File: config.mk
export PLATFORM = sky130hd
export DESIGN_NAME = opcode_cmd_issue
export DESIGN_NICKNAME = d
export VERILOG_FILES = /design/src/rtl/opcode_cmd_issue.sv
export SDC_FILE = /design/constraint.sdc
export NUM_CORES = 1
export LEC_CHECK = 0
export CORE_ASPECT_RATIO = 1.1
export CORE_MARGIN = 1
export CORE_UTILIZATION = 59
export CTS_CLUSTER_DIAMETER = 30
export CTS_CLUSTER_SIZE = 25
export DETAILED_ROUTE_END_ITERATION = 12
export PLACE_DENSITY = 0.86
export SKIP_CTS_REPAIR_TIMING = 1
export SYNTH_ARGS = -nofsm -noshare
export SYNTH_HDL_FRONTEND = slang
export SYNTH_SLANG_ARGS = --single-unit
File: constraint.sdc
create_clock -name clk -period 3.05 [get_ports clk]
set_input_delay 0.4575 -clock clk [delete_from_list [all_inputs] [get_ports clk]]
set_output_delay 0.4575 -clock clk [all_outputs]
set_load 0.05 [all_outputs]
File: src/rtl/opcode_cmd_issue.sv
// Assembles opcode/argument byte pairs into SDRAM read/write commands and issues them
// over a req/ack handshake through a two-slot (active + pending) FIFO buffer.
module opcode_cmd_issue #(
  parameter int TIMEOUT = 64,
  parameter int ADDR_W  = 6,
  parameter int DATA_W  = 8
) (
  input  logic              clk,
  input  logic              rst_n,
  input  logic [7:0]        din,
  input  logic              din_vld,
  output logic              cmd_req,
  output logic              cmd_wr,
  output logic [ADDR_W-1:0] cmd_addr,
  output logic [DATA_W-1:0] cmd_wdata,
  input  logic              cmd_ack,
  output logic              err_pulse,
  output logic              drop_pulse
);

  localparam int TW = (TIMEOUT > 2) ? $clog2(TIMEOUT) : 1;

  typedef struct packed {
    logic              wr;
    logic [ADDR_W-1:0] addr;
    logic [DATA_W-1:0] data;
  } cmd_t;

  logic          idx_q, idx_d;
  logic [7:0]    opc_q, opc_d;
  logic [TW-1:0] tmr_q, tmr_d;
  logic          act_vld_q, act_vld_d, pend_vld_q, pend_vld_d;
  cmd_t          act_q, act_d, pend_q, pend_d;
  logic          err_q, err_d, drop_q, drop_d;

  logic          complete, expire, issue, ack;
  logic [1:0]    op;
  cmd_t          new_cmd;

  assign op       = opc_q[7:6];
  assign complete = idx_q & din_vld;
  // A byte landing in the expiry cycle wins over the timeout.
  assign expire   = idx_q & ~din_vld & (tmr_q == TW'(TIMEOUT - 1));
  assign issue    = complete & ((op == 2'b01) | (op == 2'b10));
  assign ack      = cmd_ack & act_vld_q;
  assign new_cmd  = '{wr: (op == 2'b01), addr: opc_q[ADDR_W-1:0], data: din[DATA_W-1:0]};

  always_comb begin
    idx_d      = idx_q;
    opc_d      = opc_q;
    tmr_d      = tmr_q;
    act_vld_d  = act_vld_q;
    act_d      = act_q;
    pend_vld_d = pend_vld_q;
    pend_d     = pend_q;
    drop_d     = 1'b0;
    err_d      = expire | (complete & (op == 2'b11));

    if (!idx_q) begin
      if (din_vld) begin
        opc_d = din;
        idx_d = 1'b1;
        tmr_d = '0;
      end
    end else if (din_vld) begin
      idx_d = 1'b0;
    end else if (expire) begin
      idx_d = 1'b0;
      opc_d = '0;
    end else begin
      tmr_d = tmr_q + 1'b1;
    end

    // Retire first, then place the new command in the first free slot of the post-ack state.
    if (ack) begin
      act_d      = pend_q;
      act_vld_d  = pend_vld_q;
      pend_vld_d = 1'b0;
    end
    if (issue) begin
      if (!act_vld_d) begin
        act_d     = new_cmd;
        act_vld_d = 1'b1;
      end else if (!pend_vld_d) begin
        pend_d     = new_cmd;
        pend_vld_d = 1'b1;
      end else begin
        drop_d = 1'b1;
      end
    end
  end

  always_ff @(posedge clk or negedge rst_n) begin
    if (!rst_n) begin
      idx_q      <= 1'b0;
      opc_q      <= '0;
      tmr_q      <= '0;
      act_vld_q  <= 1'b0;
      act_q      <= '0;
      pend_vld_q <= 1'b0;
      pend_q     <= '0;
      err_q      <= 1'b0;
      drop_q     <= 1'b0;
    end else begin
      idx_q      <= idx_d;
      opc_q      <= opc_d;
      tmr_q      <= tmr_d;
      act_vld_q  <= act_vld_d;
      act_q      <= act_d;
      pend_vld_q <= pend_vld_d;
      pend_q     <= pend_d;
      err_q      <= err_d;
      drop_q     <= drop_d;
    end
  end

  assign cmd_req    = act_vld_q;
  assign cmd_wr     = act_q.wr;
  assign cmd_addr   = act_q.addr;
  assign cmd_wdata  = act_q.data;
  assign err_pulse  = err_q;
  assign drop_pulse = drop_q;

endmodule

==> results.cfg, run 1 <==
[power]
p_per_area_nw_per_um2 = 920
p_int_mw = 1.61
ir_drop_v = 0.000562
power.leakage_nw = 1.24
p_sw_mw = 0.920
finalPower_mw = 2.53
p_comb_share_pct = 41.9
swShare_pct = 36.4
clock_power_share_pct = 18.3
seq_power_share_pct = 39.9

[setup_path]
crit_chain = clkdlybuf4s50_1
arrival_ps = 1630
critPathKind = reg2out
cp.required_ps = 2590
worstReg2RegEnd = pend_q[6]
slowest_delay_ps = 850
cpMaxStageDelayCell = clkdlybuf4s50_1
crit_cells = 1
ff2ff_setup_slack_ps = 1170
worstRegToRegCells = 6
path_max_fanout = 6
crit_family = buffers and inverters
end_kind = primary output
path_buf_inv = 1
worstReg2RegStart = opc_q[7]
cp-startpoint = cmd_req
cp-start-kind = register

[floorplan]
die_h_um = 67.8
ios = 30
dieArea_um2 = 4200
die_w_um = 61.9
core_um2 = 3710
rows = 23
start_util_pct = 62.6

[finish]
nNetsFinal = 229
syn2layout_area_growth_pct = 18.2
fin_area_um2 = 2750
final_cell_mix = dfrtp_1 (49), mux2_2 (35), clkdlybuf4s50_1 (28)
final_common_cell = dfrtp_1
fin_util_pct = 74.0
final_layout_size_suffix_gt1_share_pct = 29.8
layout.cells.non_filler = 265
antenna_cells = 0

[place]
portBuffers = 29
hpwl_um = 3020
dp_slack_ps = 842
gp_congestion = 0.824
dpl.cell_count = 257
dpl_cell_area_um2 = 2640

[sta]
tns_ps = 0
setup_ws_ps = 960
relSlewSlack_pct = 28.7
hold_violations = 0
setup_violations = 0
max_clock_freq_mhz = 478
tightest_slew_ps = 1070
fin_hold_ws_ps = 344
rsz0062_at_grt = false
finalCritPeriodShare_pct = 68.5
fin_crit_ps = 2090
final_max_slew_viol_count = 0
fin_skew_ps = 12.5

[cts]
cts_buffer_depth = 2
clock-sinks = 49
htreeDepth = 2
clock-root-buffer = clkbuf_8
clk_pin_slew_ps = 90
cts_tree = done
clock_latency_ps = 310
cts_buffers = 5

[global_route]
grt_pass1_wl_um = 7510
grt.total_usage_pct = 24.9
antenna_found_initial = 0
grt_pass1_vias = 1601
grt_max_degree = 50
grt_overflow_total = 0

[synth]
yosysUniqueCellTypes = 38
synth-seq-cells = 49
avgSynthCellArea_um2 = 12.7
netlist_area_um2 = 2320
synth-edff-count = 0
ys_async_sr_fraction_pct = 100
ys_seq_area_share_pct = 52.7
ys_warn_count = 0
syn_nets = 198
syn_inst = 183
synth-main-ff-cell = dfrtp_1

[drt]
drt_iter0_drc = 48
viasPerCell = 5.82
num_vias = 1541
firstDrtPassIters = 4
detail-route-antenna-nets = 0
drt-total-wl_um = 4490
post_drt_wl_per_cell_um = 16.9
drc = 0

[job]
max-cap-violations = 0

[min_path]
hold_class = in2async

[run_status]
status = finished, final reports clean
## cell type report
class / instances / area [um^2]
Timing Repair Buffer: 31 / 300
Tap cell: 50 / 62.6
Inverter: 5 / 18.8
Clock inverter: 3 / 43.8
Clock buffer: 5 / 68.8
Multi-Input combinational cell: 122 / 1030
Fill cell: 235 / 963
Sequential cell: 49 / 1230
## power groups by stage
stage | logic (mW) | clock network [mW] | registers [mW]
3_3_place_gp | 1.03 | 0 | 0.998
3_5_place_dp | 1.06 | 0 | 1.02
5_1_grt | 1.12 | 0.501 | 1.04
2_1_floorplan | 0.435 | 0 | 1.33
6_report | 1.06 | 0.462 | 1.01
4_1_cts | 1.07 | 0.472 | 1.01
## cell families after synthesis
group	count (synthesis)	synth area share [%]
fa+ha+maj	3	1.61
flops	49	52.7
simple gates	49	11.9
mux	45	23.4
xor+xnor	1	0.377
compound gates	24	6.94
buf+inv	12	3.01
## layer usage
layer	GRT usage (%)	routed length, um
met1	31.4	1910
met2	41.0	2390
met3	5.86	135
met4	10.0	56
met5	0	0
## registers in the layout (all words and copies together) (netlist names)
name / flops
idx_q: 1
pend_q: 15
pend_vld_q: 1
opc_q: 8
cmd_wdata: 8
cmd_addr: 6
cmd_req: 1
err_pulse: 1
cmd_wr: 1
drop_pulse: 1
tmr_q: 6
## worst max path at each step
stage / slack (ps) / endpoint
after floorplan: 1230 / pend_q[5]
after global routing: 910 / cmd_req
after CTS: 960 / cmd_req
after detailed placement: 840 / cmd_wdata[5]
after global placement: 920 / cmd_wdata[7]
final: 960 / cmd_req
## cell usage after synthesis (2+ instances only)
master | n | area share, %
nand4b_1 | 2 | 0.75
mux2_4 | 10 | 6.5
nand3_1 | 2 | 0.43
nor4b_1 | 3 | 1.1
mux2_2 | 35 | 17
nor3_1 | 11 | 2.4
a21boi_0 | 2 | 0.65
nor2_1 | 9 | 1.5
buf_4 | 2 | 0.65
dfrtp_1 | 49 | 53
clkbuf_1 | 3 | 0.48
a21oi_1 | 12 | 2.6
inv_1 | 4 | 0.65
or2_2 | 2 | 0.54
nand2b_1 | 2 | 0.54
nand2_1 | 6 | 0.97
a41oi_1 | 2 | 0.75
nor2b_1 | 4 | 1.1
ha_1 | 3 | 1.6
o22ai_1 | 2 | 0.54
Note: power is estimated with default switching activity, not from simulation.
==> inputs of run 2 (changes only) <==
--- a/config.mk
+++ b/config.mk
@@ -7,11 +7,11 @@
 export LEC_CHECK = 0
 export CORE_ASPECT_RATIO = 1.1
 export CORE_MARGIN = 1
-export CORE_UTILIZATION = 59
+export CORE_UTILIZATION = 49
 export CTS_CLUSTER_DIAMETER = 30
 export CTS_CLUSTER_SIZE = 25
 export DETAILED_ROUTE_END_ITERATION = 12
-export PLACE_DENSITY = 0.86
+export PLACE_DENSITY = 0.77
 export SKIP_CTS_REPAIR_TIMING = 1
 export SYNTH_ARGS = -nofsm -noshare
 export SYNTH_HDL_FRONTEND = slang
==> constraint.sdc (replaced) <==
create_clock -name clk -period 1.8 [get_ports clk]
set_input_delay 0.27 -clock clk [delete_from_list [all_inputs] [get_ports clk]]
set_output_delay 0.27 -clock clk [all_outputs]
set_load 0.05 [all_outputs]
==> run 2 against run 1 <==
Compared with the run above:
- sequential share of layout area fell by 3.4 points
- wire length up 0.40%
- worst setup slack worse by 950 ps
- register-to-register slack worse by 1200 ps
- largest cell class unchanged
- non-clock buffer count up 12
- clock skew is 5.7 ps lower
- clock-buffer cell count did not move
- critical path type is now reg2reg
==> results.cfg, run 2 (same netlist as run 1, synthesis figures left out) <==
[drt]
detail-route-antenna-nets = 0
num_vias = 1577
viasPerCell = 5.61
drt_iter0_drc = 82
post_drt_wl_per_cell_um = 16.0
drc = 0
drt-total-wl_um = 4510
firstDrtPassIters = 4

[finish]
final_layout_size_suffix_gt1_share_pct = 34.8
antenna_cells = 0
nNetsFinal = 241
final_cell_mix = dfrtp_1 (48), mux2_2 (26), clkdlybuf4s50_1 (26)
syn2layout_area_growth_pct = 28.3
fin_area_um2 = 2980
largest_register_ffs = 15
fin_util_pct = 67.6
final_common_cell = dfrtp_1
top_register = pend_q

[setup_path]
slowest_delay_ps = 430
worstReg2RegEnd = pend_q[8]
end_kind = register
cp-start-kind = register
arrival_ps = 1990
worstRegToRegCells = 6
crit_chain = inv_2 > ha_4 > nand4b_1 > nor2_4 > clkbuf_16 > mux2_4
critPathKind = reg2reg
worstReg2RegStart = opc_q[7]
path_max_fanout = 7
cp.required_ps = 1990
cpMaxStageDelayCell = dfrtp_1
ff2ff_setup_slack_ps = 7

[global_route]
grt.total_usage_pct = 19.2
grt_max_degree = 50
grt_overflow_total = 0
grt_pass1_vias = 1481
grt_pass1_wl_um = 7120
antenna_found_initial = 0

[cts]
cts_tree = done
htreeDepth = 2
clock-root-buffer = clkbuf_8
clk_pin_slew_ps = 90
clock-sinks = 49
cts_buffer_depth = 2
cts_buffers = 5
clock_latency_ps = 300

[power]
p_int_mw = 2.97
swShare_pct = 34.6
seq_power_share_pct = 37.4
power.leakage_nw = 1.37
ir_drop_v = 0.000610
p_comb_share_pct = 42.1
clock_power_share_pct = 20.4
p_sw_mw = 1.57
finalPower_mw = 4.54
p_per_area_nw_per_um2 = 1520

[sta]
fin_skew_ps = 6.83
hold_violations = 0
setup_violations = 0
rsz0062_at_grt = true
fin_crit_ps = 1790
max_clock_freq_mhz = 558
relSlewSlack_pct = 66.3
final_max_slew_viol_count = 0
fin_hold_ws_ps = 476
tns_ps = 0
finalCritPeriodShare_pct = 99.6
tightest_slew_ps = 503

[floorplan]
die_w_um = 67.7
ios = 30
rows = 25
start_util_pct = 52.7
dieArea_um2 = 5020
die_h_um = 74.2
core_um2 = 4410

[run_status]
status = finished, final reports clean

[place]
dpl_cell_area_um2 = 2740
gp_congestion = 0.767
portBuffers = 29
hpwl_um = 2880

[min_path]
hold_class = in2async

[job]
max-cap-violations = 0
## run 2: worst max-delay path, delay by kind of cell (launching register included)
family,cells,cell delay [ps]
AND/OR/NAND/NOR,2,480
flip-flops,1,430
multiplexers,1,300
buffers and inverters,2,280
adder cells (fa/ha/maj),1,200
## run 2: worst max-delay path by stage
stage	start	end	cells past startpoint
after global placement	cmd_ack	cmd_addr[0]	4
after detailed placement	cmd_ack	pend_q[9]	6
after global routing	opc_q[7]	pend_q[0]	6
final	opc_q[7]	pend_q[8]	6
after CTS	opc_q[7]	pend_q[9]	6
after floorplan	opc_q[6]	pend_q[5]	5
## run 2: area by class of cell
type	count	area, um^2
clock buffers	5	68.8
clock inverters	3	65.1
fillers	329	1430
inverters	5	18.8
multi-input cells	122	1090
flip-flops and latches	49	1230
well taps	54	67.6
repair buffers	43	448
## run 2: power by group through the flow
stage | logic, mW | clock network, mW | registers [mW]
after floorplan | 0.739 | 0 | 2.25
after global placement | 1.79 | 0 | 1.70
after detailed placement | 1.84 | 0 | 1.72
after CTS | 1.84 | 0.938 | 1.69
after global routing | 2.03 | 0.987 | 1.75
final | 1.91 | 0.928 | 1.70
## run 2: layer usage
layer  GRT usage, %  share of wire [%]
met5              0                  0
met4           7.09                1.3
met3           3.83                3.5
met2           29.8                 48
met1           26.6                 47
## run 2: metrics by stage
stage	worst slack, ps	instances
2_1_floorplan	20.0	183
3_3_place_gp	-20.9	269
3_5_place_dp	-39.9	269
4_1_cts	-35.8	277
5_1_grt	-52.9	281
6_report	7.23	281
